`config.mk`:
```
export PLATFORM = sky130hd
export DESIGN_NAME = fletcher_checksum_stream_flat
export DESIGN_NICKNAME = d
export VERILOG_FILES = /design/src/rtl/fletcher_pkg.sv /design/src/rtl/fletcher_checksum_stream_if.sv /design/src/rtl/fletcher_modadd.sv /design/src/rtl/fletcher_checksum_stream.sv /design/src/flat_wrapper.sv
export SDC_FILE = /design/constraint.sdc
export NUM_CORES = 1
export LEC_CHECK = 0
export ABC_AREA = 1
export BUFFER_PORTS_ARGS = -buffer_cell sky130_fd_sc_hd__buf_4
export CORE_UTILIZATION = 59
export DETAILED_ROUTE_END_ITERATION = 7
export PLACE_DENSITY = 0.81
export SKIP_LAST_GASP = 1
export SYNTH_ARGS = -nofsm -noshare
export SYNTH_HDL_FRONTEND = slang
export SYNTH_SLANG_ARGS = --single-unit
```
`constraint.sdc`:
```
create_clock -name clk -period 7.2 [get_ports clk]
set_clock_uncertainty 0.05 [all_clocks]
set_input_delay 1.8 -clock clk [delete_from_list [all_inputs] [get_ports clk]]
set_output_delay 1.8 -clock clk [all_outputs]
set_load 0.01 [all_outputs]
```
`src/rtl/fletcher_pkg.sv`:
```
// rtl/fletcher_pkg.sv - shared state encoding and arithmetic helpers for the Fletcher checksum engine
package fletcher_pkg;

  typedef enum logic [1:0] {
    ACCUM = 2'd0,
    FINAL = 2'd1,
    OUT   = 2'd2
  } state_e;

  localparam int MaxH     = 32;
  localparam int MaxBytes = MaxH / 8;

  // Folds bit h of an (h+1)-bit sum back into bit 0; the result may be all-ones (== 0 mod 2^h-1).
  function automatic logic [MaxH-1:0] mod_reduce(input logic [MaxH:0] sum, input int unsigned h);
    logic [MaxH-1:0] low;
    logic            carry;
    low   = sum[MaxH-1:0] & ~({MaxH{1'b1}} << h);
    carry = sum[h];
    return low + MaxH'(carry);
  endfunction

  function automatic logic [3:0] eff_bytes(input logic [3:0] bytes, input logic [3:0] nbytes);
    return (bytes == 4'd0 || bytes > nbytes) ? nbytes : bytes;
  endfunction

  function automatic logic [MaxBytes-1:0] lane_mask(input logic [3:0] bytes, input logic [3:0] nbytes);
    logic [3:0]          eff;
    logic [MaxBytes-1:0] m;
    eff = eff_bytes(bytes, nbytes);
    for (int i = 0; i < MaxBytes; i++) begin
      m[i] = (4'(i) < eff);
    end
    return m;
  endfunction

endpackage

```
`src/rtl/fletcher_checksum_stream_if.sv`:
```
// rtl/fletcher_checksum_stream_if.sv - data-in / result-out handshake bundle for the checksum engine
interface fletcher_checksum_stream_if #(
  parameter int Width    = 32,
  parameter int LenWidth = 32
);
  localparam int H  = Width / 2;
  localparam int BW = $clog2(H / 8) + 1;

  logic                in_valid;
  logic                in_ready;
  logic [H-1:0]        in_data;
  logic                in_last;
  logic [BW-1:0]       in_bytes;
  logic [Width-1:0]    exp;
  logic                out_valid;
  logic                out_ready;
  logic [Width-1:0]    out_sum;
  logic                out_match;
  logic [LenWidth-1:0] out_len;

  modport master (
    output in_valid, in_data, in_last, in_bytes, exp, out_ready,
    input  in_ready, out_valid, out_sum, out_match, out_len
  );

  modport slave (
    input  in_valid, in_data, in_last, in_bytes, exp, out_ready,
    output in_ready, out_valid, out_sum, out_match, out_len
  );
endinterface

```
`src/rtl/fletcher_modadd.sv`:
```
// rtl/fletcher_modadd.sv - H-bit ones'-complement adder (end-around carry, modulus 2^H-1)
module fletcher_modadd
  import fletcher_pkg::*;
#(
  parameter int H = 16
) (
  input  logic [H-1:0] a_i,
  input  logic [H-1:0] b_i,
  output logic [H-1:0] sum_o
);

  logic [MaxH:0] raw;

  assign raw   = (MaxH+1)'(a_i) + (MaxH+1)'(b_i);
  assign sum_o = H'(mod_reduce(raw, H));

endmodule

```
`src/rtl/fletcher_checksum_stream.sv`:
```
// rtl/fletcher_checksum_stream.sv - streaming Fletcher-N checksum with partial last word and compare
module fletcher_checksum_stream
  import fletcher_pkg::*;
#(
  parameter int Width    = 32,
  parameter int LenWidth = 32
) (
  input  logic                        clk,
  input  logic                        rst_,
  input  logic                        clr,
  fletcher_checksum_stream_if.slave   bus
);

  localparam int H  = Width / 2;
  localparam int NB = H / 8;
  localparam logic [H-1:0] Ones = '1;

  state_e              state_q, state_d;
  logic [H-1:0]        a_q, a_d, b_q, b_d;
  logic [H-1:0]        pd_q, pd_d;
  logic                pv_q, pv_d, plast_q, plast_d;
  logic [3:0]          pinc_q, pinc_d;
  logic [LenWidth-1:0] len_q, len_d, olen_q, olen_d;
  logic [Width-1:0]    sum_q, sum_d;
  logic                match_q, match_d;

  logic [H-1:0]        a_new, b_new;
  logic [H-1:0]        data_mask;
  logic [NB-1:0]       lanes;
  logic [3:0]          bytes_eff;
  logic [LenWidth:0]   len_sum;
  logic                in_ready, out_valid, accept;

  // Accepted words are staged one cycle before entering the adders.
  fletcher_modadd #(.H(H)) u_add_a (.a_i(a_q), .b_i(pd_q),  .sum_o(a_new));
  fletcher_modadd #(.H(H)) u_add_b (.a_i(b_q), .b_i(a_new), .sum_o(b_new));

  assign len_sum = {1'b0, len_q} + (LenWidth+1)'(pinc_q);

  always_comb begin
    data_mask = '0;
    bytes_eff = 4'(NB);
    lanes     = '1;
    if (bus.in_last) begin
      bytes_eff = eff_bytes(4'(bus.in_bytes), 4'(NB));
      lanes     = NB'(lane_mask(4'(bus.in_bytes), 4'(NB)));
    end
    for (int i = 0; i < NB; i++) begin
      data_mask[8*i +: 8] = {8{lanes[i]}};
    end
  end

  always_comb begin
    state_d   = state_q;
    a_d       = a_q;
    b_d       = b_q;
    len_d     = len_q;
    pv_d      = 1'b0;
    pd_d      = pd_q;
    plast_d   = plast_q;
    pinc_d    = pinc_q;
    sum_d     = sum_q;
    match_d   = match_q;
    olen_d    = olen_q;
    in_ready  = 1'b0;
    out_valid = 1'b0;
    accept    = 1'b0;

    case (state_q)
      ACCUM: begin
        in_ready = !(pv_q && plast_q);
        accept   = bus.in_valid && in_ready;
        if (accept) begin
          pv_d    = 1'b1;
          pd_d    = bus.in_data & data_mask;
          plast_d = bus.in_last;
          pinc_d  = bytes_eff;
        end
        if (pv_q) begin
          a_d   = a_new;
          b_d   = b_new;
          len_d = len_sum[LenWidth] ? '1 : len_sum[LenWidth-1:0];
          if (plast_q) state_d = FINAL;
        end
      end
      FINAL: begin
        sum_d   = {(b_q == Ones) ? '0 : b_q, (a_q == Ones) ? '0 : a_q};
        match_d = (sum_d == bus.exp);
        olen_d  = len_q;
        state_d = OUT;
      end
      OUT: begin
        out_valid = 1'b1;
        if (bus.out_ready) begin
          a_d     = '0;
          b_d     = '0;
          len_d   = '0;
          state_d = ACCUM;
        end
      end
      default: state_d = ACCUM;
    endcase

    if (clr) begin
      state_d = ACCUM;
      a_d     = '0;
      b_d     = '0;
      len_d   = '0;
      pv_d    = 1'b0;
    end
  end

  always_ff @(posedge clk or negedge rst_) begin
    if (!rst_) begin
      state_q <= ACCUM;
      a_q     <= '0;
      b_q     <= '0;
      len_q   <= '0;
      pv_q    <= 1'b0;
      pd_q    <= '0;
      plast_q <= 1'b0;
      pinc_q  <= '0;
      sum_q   <= '0;
      match_q <= 1'b0;
      olen_q  <= '0;
    end else begin
      state_q <= state_d;
      a_q     <= a_d;
      b_q     <= b_d;
      len_q   <= len_d;
      pv_q    <= pv_d;
      pd_q    <= pd_d;
      plast_q <= plast_d;
      pinc_q  <= pinc_d;
      sum_q   <= sum_d;
      match_q <= match_d;
      olen_q  <= olen_d;
    end
  end

  assign bus.in_ready  = in_ready;
  assign bus.out_valid = out_valid;
  assign bus.out_sum   = sum_q;
  assign bus.out_match = match_q;
  assign bus.out_len   = olen_q;

endmodule

```
`src/flat_wrapper.sv`:
```
// flat-port wrapper written by rule: the top's interface ports become plain ports
module fletcher_checksum_stream_flat import fletcher_pkg::*;
#(
  parameter int Width    = 32,
  parameter int LenWidth = 32
)
  (clk, rst_, clr, bus_in_valid, bus_in_data, bus_in_last, bus_in_bytes, bus_exp, bus_out_ready, bus_in_ready, bus_out_valid, bus_out_sum, bus_out_match, bus_out_len);
  fletcher_checksum_stream_if #(.Width(Width), .LenWidth(LenWidth)) bus_i ();
  input  logic clk;
  input  logic rst_;
  input  logic clr;
  input wire logic [$bits(bus_i.in_valid)-1:0] bus_in_valid;
  input wire logic [$bits(bus_i.in_data)-1:0] bus_in_data;
  input wire logic [$bits(bus_i.in_last)-1:0] bus_in_last;
  input wire logic [$bits(bus_i.in_bytes)-1:0] bus_in_bytes;
  input wire logic [$bits(bus_i.exp)-1:0] bus_exp;
  input wire logic [$bits(bus_i.out_ready)-1:0] bus_out_ready;
  output wire logic [$bits(bus_i.in_ready)-1:0] bus_in_ready;
  output wire logic [$bits(bus_i.out_valid)-1:0] bus_out_valid;
  output wire logic [$bits(bus_i.out_sum)-1:0] bus_out_sum;
  output wire logic [$bits(bus_i.out_match)-1:0] bus_out_match;
  output wire logic [$bits(bus_i.out_len)-1:0] bus_out_len;
  assign bus_i.in_valid = bus_in_valid;
  assign bus_i.in_data = bus_in_data;
  assign bus_i.in_last = bus_in_last;
  assign bus_i.in_bytes = bus_in_bytes;
  assign bus_i.exp = bus_exp;
  assign bus_i.out_ready = bus_out_ready;
  assign bus_in_ready = bus_i.in_ready;
  assign bus_out_valid = bus_i.out_valid;
  assign bus_out_sum = bus_i.out_sum;
  assign bus_out_match = bus_i.out_match;
  assign bus_out_len = bus_i.out_len;
  fletcher_checksum_stream #(.Width(Width), .LenWidth(LenWidth)) u_core (.clk(clk), .rst_(rst_), .clr(clr), .bus(bus_i));
endmodule
```
### After elaboration in Yosys (flattened, before gate mapping)

Cells that the tools add are included.

* logic and storage cells: 65
* output and inout port bits: 67
* bits of input ports: 56
* bits in registers: 153

* bitwise operators: 1
* mux-type cells: 27
* eq/ne operators: 8
* reductions and logical operators: 10
* add/subtract/negate cells: 5
* magnitude comparators: 3

Operators by type and width (number)
* 2-to-1 mux 32 bit: 4
* 2-to-1 mux 16 bit: 7
* case mux 16 bit (2 select lines): 2
* case mux 32 bit (2 select lines): 1
* adder 16 x 16 -> 17 bit: 2
* adder 32 x 4 -> 33 bit: 1
* adder 16 x 1 -> 16 bit: 2
* equality test 16 bit (second input constant): 2
* equality test 32 bit: 1
* bitwise AND 16 bit: 1
* 2-to-1 mux 2 bit: 6
* less-than comparator 1 x 4 -> 1 bit (first input constant): 2
* inequality test 3 x 2 -> 1 bit (second input constant): 2
* case mux 2 bit (3 select lines): 1
* AND reduction 3 bit: 2
* 2-to-1 mux 1 bit: 5
* logical NOT 2 bit: 2
* 2-to-1 mux 4 bit: 1
* inequality test 3 bit (second input constant): 1
* nonzero test 3 bit: 1
* equality test 2 x 1 -> 1 bit (second input constant): 1
* equality test 2 bit (second input constant): 1
* > comparator 2 bit (second input constant): 1
* logical AND 1 bit: 2
* other kinds (3): 3

### Longest topological paths before layout

* depth after elaboration: 7
* mapped depth: 45
* mapped depth without buffers: 45

### Hierarchy

Synthesis repeated with hierarchy kept, for this count alone.

* cell total of the unflattened synthesis: 1479
* area total of the unflattened synthesis: 10460.0 µm²

By module, submodules not included
* fletcher_checksum_stream: cells each 911, seq. area each 3778.6 µm², times used 1, area each 7417.1 µm²
* fletcher_modadd: cells each 284, seq. area each 0.0 µm², times used 2, area each 1521.5 µm²

### Worst setup path after synthesis

Ideal clock, no wire load.

* kind: register -> register
* start: reg u_core.a_q[0]
* end: reg u_core.b_q[15]
* library setup time: 117 ps
* data required time: 7033 ps
* data arrival time: 4880 ps
* stages on the path, launching flop included: 42
* clock period less this slack: 5047 ps
* path buffers: 0
* path slack: 2153 ps
* cell sequence: dfrtp_1 -> ha_1 -> inv_1 -> fa_1 -> inv_1 -> nand2_1 -> nand2_1 -> nand3_1 -> nand2_1 -> nand2_1 -> nand2_1 -> a21oi_1 -> o21bai_1 -> ha_1 -> nand2_1 -> nor2_2 -> nand3_2 -> nor2_2 -> (+6 left out) -> inv_1 -> ha_1 -> nand2_1 -> nor3_1 -> nand2_1 -> nand2_1 -> a21oi_1 -> o21bai_1 -> ha_1 -> nand2_1 -> nor2_1 -> nand3_2 -> nor2_4 -> nand2_2 -> nor2_1 -> nand3_1 -> nand3_1 -> nand2_1

* word-level cells in the longest chain between the ends: 7

RTL lines
* from (decl): RTL line fletcher_checksum_stream.sv:19 `logic [H-1:0] a_q, a_d, b_q, b_d;`
* from (signal assigned): RTL line fletcher_checksum_stream.sv:116 `a_q <= '0;`
* from (signal assigned): RTL line fletcher_checksum_stream.sv:128 `a_q <= a_d;`
* adder 16 x 16 -> 17 bit: RTL line fletcher_modadd.sv:14 `assign raw = (MaxH+1)'(a_i) + (MaxH+1)'(b_i);`
* adder 16 x 1 -> 16 bit: RTL line fletcher_pkg.sv:19 `return low + MaxH'(carry);`
* adder 16 x 16 -> 17 bit: RTL line fletcher_modadd.sv:14
* adder 16 x 1 -> 16 bit: RTL line fletcher_pkg.sv:19
* 2-to-1 mux 16 bit: RTL line fletcher_checksum_stream.sv:79 `if (pv_q) begin`
* case mux 16 bit (2 select lines): RTL line fletcher_checksum_stream.sv:69 `case (state_q)`
* 2-to-1 mux 16 bit: RTL line fletcher_checksum_stream.sv:104 `if (clr) begin`
* to (signal assigned): RTL line fletcher_checksum_stream.sv:117 `b_q <= '0;`
* to (signal assigned): RTL line fletcher_checksum_stream.sv:129 `b_q <= b_d;`
* to (decl): RTL line fletcher_checksum_stream.sv:19

Every way passes these cells. The select of a mux whose other input is x is not followed.
A chain may end at the register's enable or synchronous reset.

### Final worst setup path

Same ends and word-level chain as after synthesis.

==> metrics.md <==
| Metric | Value |
|---|---|
| WP data required | `7.48 ns` |
| Worst Tran Pin Value | `1.07 ns` |
| Cell-internal power | `2310 uW` |
| CP Launch Type | `register` |
| Worst setup slack after layout | `1.38 ns` |
| Syn Std Cell Area | `9830 um2` |
| DRC | `0` |
| Synth top area cells | `dfrtp_1, nand2_1, inv_1` |
| Final worst path period share | `80.9%` |
| Arr. time, crit path | `6.10 ns` |
| Total CTS buffers | `17` |
| Power per cell area | `357 nW/um2` |
| Total Wirelength | `28,000 um` |
| DP Cell Count | `1,752` |
| Most common cell in the synthesized netlist | `nand2_1` |
| Switching part of the total | `44.0%` |
| Gpl congestion | `0.992` |
| Clock latency at the later pin of the worst-skew pair | `0.43 ns` |
| Syn_nets | `1,542` |
| Most used DFF post-synth | `dfrtp_1` |
| Yosys cell types | `34` |
| Number of synthesized flops with an enable pin | `0` |
| RSZ-0062 raised after global routing | `false` |
| Max Freq | `0.172 GHz` |
| Flop pwr share | `29.7%` |
| Gate power share | `46.4%` |
| Top cell type's share of synthesized area | `38.4%` |
| Initial Utilization | `61.2%` |
| Yosys warnings | `0` |
| #FFs+latches synth | `151` |
| GRT overflow | `0` |
| Period minus WS final | `5.82 ns` |
| Die height | `131 um` |
| Tot GR Track Use | `33.7%` |
| Syn avg cell area | `6.81 um2` |
| Register Area | `3780 um2` |
| Critical path class | `reg -> reg` |
| Crit. End Element | `register` |
| IO buf count | `122` |
| Initial antenna violation count | `0` |
| Core area | `16,100 um2` |
| Most frequent cells after synthesis | `nand2_1, inv_1, dfrtp_1` |
| Vias in the first global route | `9,124` |
| I/O pins | `123` |
| # nets final | `1,653` |
| Pin count of the biggest net entering global routing | `93` |
| Final Hold Vio Count | `0` |
| Static Leak | `0.00608 uW` |
| Footprint of the multi-input gates | `5170 um2` |
| Clock transition at path regs | `0.07 ns` |
| Htree depth | `4` |
| CTS tree | `done` |
| Sequential area share after synthesis | `38.4%` |
| Filler cell count in the final layout | `1,358` |
| DR vias/cell | `5.50` |
| Sw Pwr | `1820 uW` |
| Setup TNS | `0 ns` |
| Clock root cell | `clkbuf_16` |
| Slew margin rel. | `28.4%` |
| Hold-fix buffers, CTS | `0` |
| Area delta synth->final | `17.6%` |
| Die W | `131 um` |
| WL/cell | `15.7 um` |
| Setup-failing EPs final | `0` |
| DPL Wire Length | `20,900 um` |
| Worst slack, placed | `1.42 ns` |
| Post-synth ARST share | `100%` |
| Biggest area consumer among synthesized cells | `dfrtp_1` |
| DRT iter0 DRCs | `879` |
| Hold crit path type | `reg -> reg` |
| Cell repeated most along the worst path | `nand2_1` |
| Crit path largest cell delay | `0.37 ns` |
| Via Count | `9,799` |
| Clock power share | `23.9%` |
| Post-CTS Resized | `0` |
| Syn Inst Count | `1,444` |
| Crit Path Max Fanout | `5` |
| Final Slew Violations | `0` |
| Antenna viol nets, final | `0` |
| N_diodes | `0` |
| CTS Buffer Depth | `2` |
| Status | `completed` |
| DIE AREA | `17,200 um2` |
| Post CTS Setup Buffer Count | `0` |
| Final cell count without fillers | `1,783` |
| Slowest cell on crit path | `dfrtp_1` |
| 1st-pass router iterations | `5` |
| Max rail drop VDD | `0.237 mV` |
| Share of layout cells above drive strength 1 | `11.7%` |
| Max Cap Viol | `0` |
| First-pass GRT wire length | `43,900 um` |
| Clock sink count | `151` |
| Row count | `46` |
==> layer usage <==
metal | routed length [um] | global-route usage [%] | share of wire (%)
met1 | 11600 | 41.4 | 41
met2 | 13700 | 58.6 | 49
met3 | 1820 | 5.97 | 6.5
met4 | 854 | 13.7 | 3.1
met5 | 0 | 0 | 0
==> power groups by stage <==
stage	clock network [uW]	logic (uW)	registers, uW
final	987	1910	1220
after global routing	1030	2150	1240
after CTS	988	1900	1220
after detailed placement	0	1880	1230
after global placement	0	1860	1230
after floorplan	0	1300	1200
==> layout make-up <==
cell class | count | area share [%]
multi-input combinational | 1060 | 44.7
sequential | 151 | 32.7
timing repair buffer | 126 | 8.21
inverter | 199 | 6.47
clock buffer | 20 | 3.95
tap | 216 | 2.34
clock inverter | 11 | 1.62
==> per-stage QoR <==
| step | power [uW] | hold WS (ns) | utilization (%) | cell area, um2 |
|---|---|---|---|---|
| 6_report | 4120 | 0.438 | 72.0 | 11600 |
| 5_1_grt | 4410 | 0.453 | 72.0 | 11600 |
| 4_1_cts | 4100 | 0.439 | 72.0 | 11600 |
| 3_5_place_dp | 3110 | 0.422 | 68.0 | 10900 |
| 3_3_place_gp | 3080 | 0.415 | 68.0 | 10900 |
| 2_1_floorplan | 2490 | 0.399 | - | 9830 |
==> kinds of logic after synthesis <==
kind of cell / Yosys count / share of synthesized area (%)
adder cells (fa/ha/maj): 42 / 5.57
flip-flops: 151 / 38.4
XOR/XNOR: 34 / 3.11
buffers and inverters: 233 / 8.97
AND/OR/NAND/NOR: 800 / 33.8
AO/OA/AOI/OAI: 184 / 10.1
==> critical path: cells and delay by family (launching register included) <==
| kind | cells | cell delay (ns) |
|---|---|---|
| flip-flops | 1 | 0.37 |
| AND/OR/NAND/NOR | 28 | 3.17 |
| adder cells (fa/ha/maj) | 5 | 1.30 |
| buffers and inverters | 4 | 0.28 |
| AO/OA/AOI/OAI | 4 | 0.55 |
==> cells in the final DEF, fill, tap and decap left out, types with 2 or more instances in the layout <==
| master | n |
|---|---|
| a21oi_1 | 21 |
| a22o_1 | 8 |
| a32o_1 | 2 |
| and2_1 | 5 |
| buf_4 | 125 |
| bufinv_16 | 4 |
| clkbuf_16 | 17 |
| clkbuf_8 | 2 |
| dfrtp_1 | 151 |
| fa_1 | 3 |
| ha_1 | 39 |
| inv_1 | 194 |
| inv_2 | 4 |
| inv_6 | 2 |
| inv_8 | 3 |
| nand2_1 | 517 |
| nand2_2 | 3 |
| nand3_1 | 89 |
| nand3_2 | 3 |
| nand3b_1 | 9 |
| nand4_1 | 26 |
| nor2_1 | 116 |
| nor2_2 | 10 |
| nor3_1 | 15 |
| nor4_1 | 2 |
| o21ai_0 | 126 |
| o21ai_1 | 8 |
| o21bai_1 | 5 |
| o22ai_1 | 13 |
| or2_2 | 2 |
| xnor2_1 | 10 |
| xor2_1 | 23 |
==> worst paths after layout <==
check                                       start                      to  slack [ns]  depth (start not counted)
max                                 u_core.a_q[0]          u_core.b_q[15]        1.38                         41
min                        u_core.bus.out_len[24]  u_core.bus.out_len[24]        0.44                          2
max reg2reg                         u_core.a_q[0]          u_core.b_q[15]        1.38                         41
min reg2reg                u_core.bus.out_len[24]  u_core.bus.out_len[24]        0.44                          2
max in group asynchronous                    rst_          u_core.a_q[15]        4.45                          2
min in group asynchronous                    rst_         u_core.len_q[0]        1.36                          1
==> flip-flops by register name, summed over array words and instances, names as in the netlist <==
register / cells
u_core.bus.out_len: 32
u_core.bus.out_sum: 32
u_core.len_q: 32
u_core.a_q: 16
u_core.b_q: 16
u_core.pd_q: 16
u_core.pinc_q: 2
u_core.state_q: 2
u_core.bus.out_match: 1
u_core.plast_q: 1
u_core.pv_q: 1
(Power assumes the default switching activity.)
